File: src/rtl/pipelined_addsub_pkg.sv
// Shared types for the pipelined add/sub datapath.
// Holds the op encoding and the per-stage register bundle.
package addsub_pkg;

  localparam logic OP_ADD = 1'b0;
  localparam logic OP_SUB = 1'b1;

  // Widest datapath a stage bundle can carry.
  localparam int ADDSUB_MAXW = 64;

  typedef struct packed {
    logic                   valid;
    logic                   sub;
    logic [ADDSUB_MAXW-1:0] psum;
    logic [ADDSUB_MAXW-1:0] a;
    logic [ADDSUB_MAXW-1:0] b;
    logic                   carry;
    logic                   ovf;
  } stage_t;

endpackage

File: src/rtl/pipelined_addsub_ripple_chunk.sv
// CHUNK-bit ripple-carry slice built from a full-adder cell.
// Also exposes the carry into its MSB for overflow detection.
module full_adder (
  input  logic a,
  input  logic b,
  input  logic ci,
  output logic s,
  output logic co
);

  assign s  = a ^ b ^ ci;
  assign co = (a & b) | (ci & (a ^ b));

endmodule

module ripple_chunk #(
  parameter int CHUNK = 4
) (
  input  logic [CHUNK-1:0] a,
  input  logic [CHUNK-1:0] b,
  input  logic             ci,
  output logic [CHUNK-1:0] s,
  output logic             co,
  output logic             cm
);

  logic [CHUNK:0] c;

  assign c[0] = ci;

  for (genvar i = 0; i < CHUNK; i++) begin : g_fa
    full_adder u_fa (
      .a  (a[i]),
      .b  (b[i]),
      .ci (c[i]),
      .s  (s[i]),
      .co (c[i+1])
    );
  end

  assign co = c[CHUNK];
  assign cm = c[CHUNK-1];

endmodule

File: src/rtl/pipelined_addsub.sv
// Pipelined WIDTH-bit adder/subtractor, CHUNK bits per stage.
// Carry is registered between stages; whole pipe stalls on backpressure.
module pipelined_addsub
  import addsub_pkg::*;
#(
  parameter int WIDTH = 16,
  parameter int CHUNK = 4
) (
  input  logic             clk,
  input  logic             rst_n,
  input  logic             in_valid,
  output logic             in_ready,
  input  logic [WIDTH-1:0] a,
  input  logic [WIDTH-1:0] b,
  input  logic             cin,
  input  logic             sub,
  output logic             out_valid,
  input  logic             out_ready,
  output logic [WIDTH-1:0] sum,
  output logic             cout,
  output logic             ovf
);

  localparam int STAGES = WIDTH / CHUNK;

  if ((WIDTH % CHUNK) != 0 || WIDTH > ADDSUB_MAXW
      || CHUNK < 1) begin : g_bad_cfg
    $error("pipelined_addsub: bad WIDTH/CHUNK");
  end

  stage_t head;
  stage_t src [STAGES];
  stage_t nxt [STAGES];
  stage_t q   [STAGES];
  logic   stall;
  logic   unused_last;

  function automatic stage_t step(
    input stage_t           si,
    input logic [CHUNK-1:0] s,
    input logic             co,
    input logic             cm,
    input int               k
  );
    stage_t r;
    r = si;
    r.psum[k*CHUNK +: CHUNK] = s;
    r.carry = co;
    r.ovf   = co ^ cm;
    return r;
  endfunction

  assign stall    = out_valid & ~out_ready;
  assign in_ready = ~stall;

  // Stage-0 operand prep: invert b and cin for subtraction.
  always_comb begin
    head = '0;
    head.valid = in_valid;
    head.sub   = sub;
    head.a[WIDTH-1:0] = a;
    head.b[WIDTH-1:0] = (sub == OP_ADD) ? b : ~b;
    head.carry = (sub == OP_SUB) ? ~cin : cin;
  end

  // Each stage consumes the previous stage's register.
  always_comb begin
    src[0] = head;
    for (int k = 1; k < STAGES; k++) begin
      src[k] = q[k-1];
    end
  end

  for (genvar k = 0; k < STAGES; k++) begin : g_stage
    logic [CHUNK-1:0] s;
    logic             co;
    logic             cm;

    ripple_chunk #(.CHUNK(CHUNK)) u_chunk (
      .a  (src[k].a[k*CHUNK +: CHUNK]),
      .b  (src[k].b[k*CHUNK +: CHUNK]),
      .ci (src[k].carry),
      .s  (s),
      .co (co),
      .cm (cm)
    );

    assign nxt[k] = step(src[k], s, co, cm, k);
  end

  // Advance all stages together; bubbles keep their stale data.
  always_ff @(posedge clk or negedge rst_n) begin
    if (!rst_n) begin
      for (int k = 0; k < STAGES; k++) begin
        q[k] <= '0;
      end
    end else if (!stall) begin
      for (int k = 0; k < STAGES; k++) begin
        if (nxt[k].valid) begin
          q[k] <= nxt[k];
        end else begin
          q[k].valid <= 1'b0;
        end
      end
    end
  end

  assign out_valid = q[STAGES-1].valid;
  assign sum       = q[STAGES-1].psum[WIDTH-1:0];
  assign cout      = q[STAGES-1].carry ^ q[STAGES-1].sub;
  assign ovf       = q[STAGES-1].ovf;

  assign unused_last = ^q[STAGES-1];

endmodule

File: config.mk
export PLATFORM = sky130hd
export DESIGN_NAME = pipelined_addsub
export DESIGN_NICKNAME = d
export VERILOG_FILES = /design/src/rtl/pipelined_addsub_pkg.sv /design/src/rtl/pipelined_addsub_ripple_chunk.sv /design/src/rtl/pipelined_addsub.sv
export SDC_FILE = /design/constraint.sdc
export NUM_CORES = 1
export LEC_CHECK = 0
export ABC_AREA = 0
export BUFFER_PORTS_ARGS = -buffer_cell sky130_fd_sc_hd__buf_2
export CORE_MARGIN = 2
export CORE_UTILIZATION = 50
export DETAILED_ROUTE_END_ITERATION = 7
export PLACE_DENSITY = 0.7
export SLEW_MARGIN = 20
export SYNTH_ARGS = -nofsm -noshare
export SYNTH_HDL_FRONTEND = slang
export SYNTH_SLANG_ARGS = --single-unit
File: constraint.sdc
create_clock -name clk -period 4.9 [get_ports clk]
set_input_delay 0.735 -clock clk [delete_from_list [all_inputs] [get_ports clk]]
set_output_delay 0.735 -clock clk [all_outputs]
set_load 0.02 [all_outputs]
## Word-level counts from Yosys, hierarchy flattened

Index checks and enable logic that the tools add are counted.

- Flip-flop bits (word level): 149
- Bits in latches: 0
- Bits in writable memories: 0
- Memory bits (read-only): 0
- Input bits: 38
- Output and inout bits: 20
- Word-level logic and storage cells: 120
- Memories kept: 0

- Add/sub/neg operators: 0
- Multiply operators: 0
- Div/mod/pow operators: 0
- Order comparisons: 0
- Equal/unequal tests: 0
- Shift-type cells: 0
- Mux-type cells: 6
- Bitwise logic cells: 87
- Reductions and logical operators: 4

Operators with widths:

| cell | count |
|---|---|
| 1-bit XOR | 34 |
| 1-bit AND | 33 |
| 16-bit two-way mux | 1 |
| 16-bit inverter | 1 |
| 1-bit OR | 16 |
| 2-bit AND reduction | 4 |
| 1-bit two-way mux | 5 |
| 1-bit inverter | 3 |

## Depth between registers and ports, before layout

Gate-level depths: netlist (run 1).

- Depth in word-level cells: 11
- Gate-level depth with buffers: 10
- Gate-level depth less buffers: 9

## Modules after synthesis

A second synthesis (run 1) with hierarchy kept.

- Cells, all modules: 287
- Area total of the unflattened synthesis: 4491.8 sq um

Modules (own cells, without submodules):

| module | instances | cells an instance | area each (sq um) | seq. area each (sq um) |
|---|---|---|---|---|
| pipelined_addsub | 1 | 271 | 4171.5 | 2527.4 |
| full_adder | 16 | 1 | 20.0 | 0.0 |

## Least setup slack after synthesis (run 1)

No wires, ideal clock.

- Kind: input to register
- Start: in sub
- End: reg q, in the netlist nxt[525]
- Setup time: 0.125 ns
- Data arrival time: 3.195 ns
- Required time: 4.775 ns
- Path slack: 1.579 ns
- Cell stages on the path: 9
- Buffers on the path: 2
- Cell sequence: buf_2 > buf_2 > xnor2_1 > fa_1 > fa_1 > fa_1 > inv_1 > fa_1 > mux2_4

- Cells in the longest elaborated chain, start to end: 9

Ends and longest elaborated chain:

| what | RTL line | source |
|---|---|---|
| start: declaration | pipelined_addsub.sv:16 | `input logic sub,` |
| 16-bit two-way mux | pipelined_addsub.sv:62 | `head.b[WIDTH-1:0] = (sub == OP_ADD) ? b : ~b;` |
| 1-bit XOR | pipelined_addsub_ripple_chunk.sv:12 | `assign co = (a & b) \| (ci & (a ^ b));` |
| 1-bit AND | pipelined_addsub_ripple_chunk.sv:12 |  |
| 1-bit OR | pipelined_addsub_ripple_chunk.sv:12 |  |
| 1-bit AND | pipelined_addsub_ripple_chunk.sv:12 |  |
| 1-bit OR | pipelined_addsub_ripple_chunk.sv:12 |  |
| 1-bit AND | pipelined_addsub_ripple_chunk.sv:12 |  |
| 1-bit OR | pipelined_addsub_ripple_chunk.sv:12 |  |
| 1-bit XOR (*) | pipelined_addsub_ripple_chunk.sv:11 | `assign s = a ^ b ^ ci;` |
| net g_stage[0].u_chunk.g_fa[3].u_fa.s | pipelined_addsub_ripple_chunk.sv:7 | `output logic s,` |
| end signal: indexed assignment | pipelined_addsub.sv:100 | `q[k] <= nxt[k];` |
| end: declaration | pipelined_addsub.sv:34 | `stage_t q [STAGES];` |

Mark *: on every way through the listed nets, which the timed path passes. The rest lies on a longest branch.
A chain may end at the register's enable or synchronous reset.

## Worst setup path after layout (run 1)

Same ends and word-level chain as after synthesis.

==> results of run 1 <==
==> cells by family after synthesis <==
group	share of synthesized area (%)
flops	55.9
mux	20.4
buf+inv	8.19
compound gates	3.10
xor+xnor	3.68
fa+ha+maj	7.09
simple gates	1.58
==> final cells by class <==
class,count,area [sq um]
clock buffers,12,165
clock inverters,3,43.8
fillers,736,3830
inverters,38,143
multi-input cells,157,1620
flip-flops and latches,101,2530
well taps,108,135
repair buffers,58,295
==> routing by layer <==
layer | wire length [um] | track usage, % | vias up
met4 | 104 | 6.01 | 0
met1 | 3320 | 22.9 | 1162
met5 | 0 | 0 | -
met3 | 345 | 3.83 | 10
met2 | 3240 | 23.4 | 53
li1 | - | - | 1125
==> stage by stage <==
| stage | cell area (sq um) | setup WS, ps |
|---|---|---|
| after floorplan | 4520 | 1580 |
| after global placement | 4720 | 1570 |
| after detailed placement | 4720 | 1510 |
| after CTS | 4930 | 1900 |
| after global routing | 4930 | 1830 |
| final | 4930 | 1910 |
==> worst paths after layout <==
check | from | end | slack [ps] | cells after the start
min in group clk | nxt[210] | nxt[14] | 510 | 1
hold reg to reg | nxt[210] | nxt[14] | 510 | 1
setup / recovery | sub | nxt[525] | 1910 | 8
hold / removal | rst_n | nxt[470] | 460 | 1
max in group asynchronous | rst_n | nxt[277] | 3470 | 2
setup reg to reg | nxt[78] | ovf | 2470 | 9
==> where the power goes <==
group / switching, mW / internal (mW) / total (mW)
combinational: 0.592 / 0.620 / 1.21
sequential: 0.202 / 1.22 / 1.42
clock: 0.266 / 0.275 / 0.541
==> cells in the final DEF (no fill, tap or decap) <==
cell,instances
dfrtp_1,101
mux2i_1,12
inv_1,38
nand2b_4,1
bufinv_16,1
fa_1,16
nand2_1,3
mux2_2,66
o21ai_0,8
buf_2,56
clkinv_2,1
clkinv_4,1
xnor2_1,15
nand2_2,2
xor2_1,4
mux2_4,4
nand3_1,5
clkbuf_8,12
a21oi_1,20
buf_4,2
and2_4,1
==> critical path: stages <==
cell     delay, ps
buf_2          400
xnor2_1        170
fa_1           440
fa_1           390
fa_1           360
inv_1           70
fa_1           400
mux2_4         260
==> registers in the layout, indices dropped and copies added, names as in the netlist <==
name,cells
ovf,1
q,5
out_valid,1
sum,16
nxt,78
==> qor.yml, run 1 <==
routing:
  viasPerCell: 4.93
  firstDrtPassIters: 5
  wl_mm: 7.01
  ant_nets: 0
  drc: 0
  wl_per_cell_um: 14.7
  vias: 2350
  drtIter0Drc: 82
yosys:
  yosysWarningCount: 0
  ys.flop_type: "dfrtp_1"
  syn_inst: 327
  synth-seq-cells: 101
  ys_seq_area_share_pct: 55.9
  synth.cell_area_sq_um: 4520
  yosys-top-cells-area: "dfrtp_1, mux2_2, fa_1, buf_4, inv_1"
  avgSynthCellArea_sq_um: 13.8
  synth_enable_flop_cells: 0
  netlist.area_leader.share_pct: 55.9
  yosysMostFrequentCell: "dfrtp_1"
  synth.largest_area_cell: "dfrtp_1"
  async_flop_share_pct: 100
  syn_nets: 381
  netlist_top_cells_count: "dfrtp_1, mux2_2, inv_1"
  synthDistinctLibCells: 19
worst_setup_path:
  cp_max_fo: 18
  worst-endpoint-arrival_ps: 3230
  critPathLaunchType: "primary input"
  cp-end-kind: "flip-flop"
  worstSetupPathType: "primary input to flip-flop"
  required_ps: 5140
clock_network:
  cts-root-buf: "clkbuf_8"
  post_cts_buffers: 0
  cts.clk_slew.worst_paths_ps: 90
  h-tree-depth: 3
  hold_buffers: 0
  clkSinkCount: 101
  cts_buffer_depth: 2
  cts_tree: "yes"
  cts_buffers: 9
  cts_resized: 0
  clk_latency_ps: 360
floorplanning:
  core-area_sq_um: 8760
  dieWidth_um: 99.1
  die_h_um: 99.1
  initial_core_util_pct: 51.6
  pin_count: 58
  rows: 34
  dieArea_sq_um: 9810
pwr:
  peakVddDrop_mv: 0.195
  p_per_area_nw_per_um2: 644
  power_mw: 3.18
  leakagePower_nw: 2.33
placement:
  dp_hpwl_mm: 4.89
  gp_congestion: 0.707
  port-buffer-count: 57
  dp.cells: 462
grt:
  track_usage_pct: 15.8
  grt_max_degree: 65
  antenna_found_initial: 0
  grt_overflow: 0
  grt_pass1_wl_mm: 12.2
  grt_pass1_vias: 2479
status:
  status: "finished, final reports clean"
timing:
  tightest_slew_ps: 1000
  hold-worst-slack_ps: 460
  setup_viol: 0
  rsz0062_at_grt: "false"
  fin_skew_ps: 9.53
  fin_crit_sh_pct: 61.1
  setup_tns_ps: 0
  maxSlewHeadroom_pct: 33.1
  hold_violations: 0
  maxSlewViolCount: 0
  finalCriticalPeriod_ps: 2990
  max_freq_ghz: 0.334
cells_and_area:
  layout-area-overhead-vs-synth_pct: 9.11
  final_nets: 419
  drive_gt1_share_pct: 39.8
  n_antenna_cell: 0
  instances_no_fill: 477
  final_util_pct: 56.3
worst_hold_path:
  min_path_type: "primary input to async pin"
job:
  drv_cap: 0
(Power assumes the default switching activity.)
==> run 2: changes to the inputs <==
- PLACE_DENSITY: 0.7 -> 0.73
- clock period: 4.9 -> 2.7 ns (I/O delays scaled with it)
==> qor.yml, run 2 (synthesis gave the netlist of run 1 again) <==
status:
  status: "finished, final reports clean"
clock_network:
  cts-root-buf: "clkbuf_8"
  cts_resized: 0  # unchanged
  h-tree-depth: 3  # unchanged
  clkSinkCount: 101  # unchanged
  hold_buffers: 0  # unchanged
  clk_latency_ps: 350  # about the same
  cts_tree: "yes"
  cts_buffer_depth: 2  # unchanged
  post_cts_buffers: 0  # unchanged
  cts.clk_slew.worst_paths_ps: 90  # about the same
  cts_buffers: 9  # unchanged
floorplanning:
  dieArea_sq_um: 9810  # unchanged
  die_h_um: 99.1  # unchanged
  pin_count: 58  # unchanged
  rows: 34  # unchanged
  initial_core_util_pct: 51.6  # unchanged
  dieWidth_um: 99.1  # unchanged
  core-area_sq_um: 8760  # unchanged
worst_setup_path:
  critPathLaunchType: "flip-flop"
  rr_endpoint: "ovf"
  worst-endpoint-arrival_ps: 2580  # -650 ps
  worstSetupPathType: "flip-flop to flip-flop"
  timing.rr.start: "nxt[78]"
  reg2regPathDepth: 9  # unchanged
  cp_max_fo: 2  # -16
  cp-end-kind: "flip-flop"
  required_ps: 2940  # -2200 ps
  r2r_setup_slack_ps: 360  # -2110 ps
cells_and_area:
  n_fill_cell: 746  # +1.4%
  n_antenna_cell: 0  # unchanged
  final_nets: 421  # +0.48%
  layout_common_cells: "dfrtp_1, mux2_2, buf_2"
  fin_area_sq_um: 4980  # +0.91%
  mostFrequentLayoutCell: "dfrtp_1"
  layout-area-overhead-vs-synth_pct: 10.1
  largest_reg_flops: 78  # unchanged
  drive_gt1_share_pct: 40.9  # +1.0 points
grt:
  track_usage_pct: 15.9  # +0.017 points
  grt_overflow: 0  # unchanged
  grt_pass1_vias: 2533  # +2.2%
  grt_pass1_wl_mm: 12.3  # +0.62%
  grt_max_degree: 54  # -17%
  antenna_found_initial: 0  # unchanged
routing:
  viasPerCell: 4.94  # +0.22%
  wl_per_cell_um: 14.2  # -3.2%
  wl_mm: 6.83  # -2.6%
  firstDrtPassIters: 4  # -1
  drc: 0  # unchanged
  ant_nets: 0  # unchanged
  vias: 2370  # +0.85%
  drtIter0Drc: 74  # -9.8%
timing:
  tightest_slew_ps: 674  # -327 ps
  maxSlewHeadroom_pct: 54.9  # +22 points
  fin_skew_ps: 8.27  # -1.26 ps
  max_freq_ghz: 0.427
  hold_violations: 0  # unchanged
  maxSlewViolCount: 0  # unchanged
  fin_crit_sh_pct: 86.8
  rsz0062_at_grt: "false"
  finalCriticalPeriod_ps: 2340
  setup_viol: 0  # unchanged
  hold-worst-slack_ps: 90.5  # -369 ps
pwr:
  peakVddDrop_mv: 0.364  # +86%
  p_per_area_nw_per_um2: 1160  # +80%
  leakagePower_nw: 2.35  # +0.69%
worst_hold_path:
  min_path_type: "primary input to async pin"
job:
  drv_cap: 0  # unchanged
placement:
  dp_hpwl_mm: 4.89  # about the same
  place_area_sq_um: 4760  # +0.85%
  gp_congestion: 0.726  # +2.7%
  port-buffer-count: 57  # unchanged
run 2: worst max path at each step:
stage,from,endpoint,slack (ps),cells after the start
2_1_floorplan,sub,nxt[525],-30,9
3_3_place_gp,sub,nxt[525],80,8
3_5_place_dp,sub,nxt[525],20,8
4_1_cts,nxt[78],ovf,320,9
5_1_grt,nxt[78],ovf,240,9
6_report,nxt[78],ovf,360,9
run 2: power breakdown:
part	switching [mW]	leakage [nW]	internal, mW	total (mW)
Sequential	0.352	1.17	2.22	2.57
Clock	0.491	0.107	0.523	1.01
Combinational	1.07	1.07	1.14	2.20
Total	1.91	2.35	3.88	5.79
run 2: cell type report:
class	count	area (sq um)	area share, %
well taps	108	135	2.72
clock buffers	10	128	2.56
inverters	38	143	2.87
repair buffers	60	323	6.49
flip-flops and latches	101	2530	50.8
multi-input cells	157	1630	32.8
clock inverters	6	86.3	1.73
run 2: critical path: stages, from the launching register on:
cell     delay, ps
dfrtp_1        360
inv_1           60
fa_1           410
inv_1           80
fa_1           200
fa_1           210
inv_1           70
fa_1           450
xnor2_1        140
mux2_2         250
run 2: per-layer routing:
layer / routed length [um] / global-route usage (%) / share of wire [%]
met4: 72 / 6.64 / 1.1
met5: 0 / 0 / 0
met2: 3160 / 23.4 / 46
met3: 326 / 3.76 / 4.8
met1: 3270 / 22.8 / 48
run 2: per-stage QoR:
step | util (%) | power, mW | std cells | worst slack, ps | setup TNS [ps]
final | 56.8 | 5.79 | 480 | 356 | 0
after global routing | 56.8 | 6.26 | 480 | 237 | 0
after CTS | 56.8 | 5.89 | 480 | 321 | 0
after detailed placement | 54.3 | 4.86 | 464 | 19.3 | 0
after global placement | 54.3 | 4.76 | 464 | 79.5 | 0
after floorplan | - | 4.42 | 327 | -29.4 | -29.4
==> run 3: changes to the inputs <==
- BUFFER_PORTS_ARGS: -buffer_cell sky130_fd_sc_hd__buf_2 -> unset
- DONT_BUFFER_PORTS: unset -> 1
- PLACE_DENSITY: 0.73 -> 0.72
- RECOVER_POWER: unset -> 100
==> qor.yml, run 3 (synthesis gave the netlist of run 1 again) <==
routing:
  drc: 0  # unchanged
  met3_length_um: 411  # +26%
  wl_per_cell_um: 15.7  # +11%
  wl_mm: 6.66  # -2.4%
  met1Wirelength_mm: 3.24  # -1.0%
  firstDrtPassIters: 4  # unchanged
  ant_nets: 0  # unchanged
  wl_met2_mm: 2.89  # -8.3%
  top_layer: "met4"
  drtIter0Drc: 113  # +53%
  vias: 2143  # -9.6%
  viasPerCell: 5.07  # +2.6%
worst_setup_path:
  r2r_setup_slack_ps: 310  # -40 ps
  cp-end-kind: "flip-flop"
  timing.rr.start: "nxt[14]"
  worstSetupPathType: "flip-flop to flip-flop"
  reg2regPathDepth: 9  # unchanged
  cp-endpoint: "ovf"
  cp-startpoint: "nxt[14]"
  cp_max_fo: 2  # unchanged
  critPathLaunchType: "flip-flop"
  rr_endpoint: "ovf"
  worst-endpoint-arrival_ps: 2630  # +50 ps
  required_ps: 2940  # about the same
cells_and_area:
  fin_area_sq_um: 4630  # -6.9%
  final_nets: 363  # -14%
  layout-area-overhead-vs-synth_pct: 2.46
  n_fill_cell: 748  # +0.27%
  instances_no_fill: 423  # -12%
  final_util_pct: 52.8  # -3.9 points
  mostFrequentLayoutCell: "dfrtp_1"
  largest_reg_flops: 78  # unchanged
  drive_gt1_share_pct: 27.1  # -14 points
  layout_common_cells: "dfrtp_1, mux2_2, inv_1"
  multiInputGateArea_sq_um: 1610  # -1.5%
  area.sequential_sq_um: 2530  # unchanged
clock_network:
  cts_buffers: 9  # unchanged
  cts_buffer_depth: 2  # unchanged
  post_cts_buffers: 0  # unchanged
  clk_latency_ps: 360  # about the same
  cts-root-buf: "clkbuf_8"
  h-tree-depth: 3  # unchanged
  cts.clk_slew.worst_paths_ps: 100  # about the same
  clkSinkCount: 101  # unchanged
  cts_tree: "yes"
  cts_resized: 0  # unchanged
floorplanning:
  core-area_sq_um: 8760  # unchanged
  initial_core_util_pct: 51.6  # unchanged
  pin_count: 58  # unchanged
  die_h_um: 99.1  # unchanged
  dieArea_sq_um: 9810  # unchanged
  dieWidth_um: 99.1  # unchanged
  rows: 34  # unchanged
timing:
  fin_skew_ps: 11.3  # +3.04 ps
  rsz0062_at_grt: "false"
  maxSlewViolCount: 0  # unchanged
  setup_viol: 0  # unchanged
  max_freq_ghz: 0.419  # -1.8%
  hold_violations: 101  # +101
  hold-worst-slack_ps: -273  # -363 ps
  tightest_slew_ps: 1150  # +477 ps
  fin_crit_sh_pct: 88.4  # +1.6 points
  maxSlewHeadroom_pct: 23.1  # -32 points
  finalCriticalPeriod_ps: 2390  # +43.5 ps
grt:
  grt_pass1_vias: 2289  # -9.6%
  grt_max_degree: 102  # +89%
  antenna_found_initial: 1  # +1
  grt_pass1_wl_mm: 11.5  # -6.5%
  track_usage_pct: 15.0  # -0.88 points
  grt_overflow: 0  # unchanged
placement:
  port-buffer-count: 0  # -100%
  dp.cells: 406  # -13%
  place_area_sq_um: 4450  # -6.5%
  dp_hpwl_mm: 4.65  # -4.9%
  gp_congestion: 0.770  # +6.0%
status:
  status: "complete, but fails checks"
  violations: "hold timing"
pwr:
  comb_power_share_pct: 32.4  # -5.7 points
  switching_share_pct: 33.8  # +0.76 points
  leakagePower_nw: 2.09  # -11%
  p_int_mw: 3.67  # -5.3%
  p_per_area_nw_per_um2: 1200  # +2.9%
  p_sw_mw: 1.87  # -2.0%
  clock_power_share_pct: 17.5  # about the same
  peakVddDrop_mv: 0.404  # +11%
  seqPwrFrac_pct: 50.1  # +5.7 points
job:
  drv_cap: 0  # unchanged
worst_hold_path:
  min_path_type: "primary input to async pin"
## run 3: cell types whose count changed in the layout (fill, tap and decap cells not counted), sizes merged
cell	previous run	this run
inv	39	40
bufinv	2	1
diode	0	1
clkbuf	10	12
buf	60	0
## run 3: per-layer routing
layer	up-vias	GRT usage, %
met4	0	6.01
li1	1012	-
met2	50	20.7
met3	10	4.40
met1	1071	22.3
met5	-	0
## run 3: worst max-delay path, stage by stage, from the launching register on
cell,delay (ps)
dfrtp_1,390
inv_1,90
fa_1,170
inv_1,60
fa_1,450
fa_1,460
inv_1,110
fa_1,220
xnor2_1,80
mux2_2,260
## run 3: how the worst min path moves through the flow
stage                from       end  slack, ps  cells after the start
finish              rst_n  nxt[470]       -270                      0
floorplan           rst_n  nxt[130]        110                      0
global placement    rst_n  nxt[466]        110                      0
CTS                 rst_n  nxt[470]       -290                      0
global route        rst_n  nxt[466]       -300                      0
detailed placement  rst_n  nxt[271]        110                      0
## run 3: final cells by class
type | instances | area share (%)
sequential | 101 | 54.6
multi-input combinational | 157 | 34.7
inverter | 38 | 3.08
clock buffer | 10 | 2.97
tap | 108 | 2.92
clock inverter | 6 | 1.49
timing repair buffer | 2 | 0.162
antenna | 1 | 0.0540
## run 3: power by group through the flow
| stage | Clock, mW | Sequential [mW] | Combinational [mW] |
|---|---|---|---|
| 2_1_floorplan | 0 | 2.51 | 1.91 |
| 3_5_place_dp | 0 | 2.83 | 1.85 |
| 6_report | 0.972 | 2.78 | 1.79 |
| 3_3_place_gp | 0 | 2.80 | 1.79 |
| 5_1_grt | 1.07 | 2.87 | 2.04 |
| 4_1_cts | 1.00 | 2.80 | 1.86 |
## run 3: metrics by stage
stage / setup TNS, ps / hold WS (ps) / total power, mW / setup WS [ps]
floorplan: -29.4 / 109 / 4.42 / -29.4
finish: 0 / -273 / 5.54 / 313
global route: 0 / -299 / 5.98 / 157
detailed placement: 0 / 112 / 4.68 / 191
CTS: 0 / -289 / 5.65 / 302
global placement: 0 / 111 / 4.59 / 228
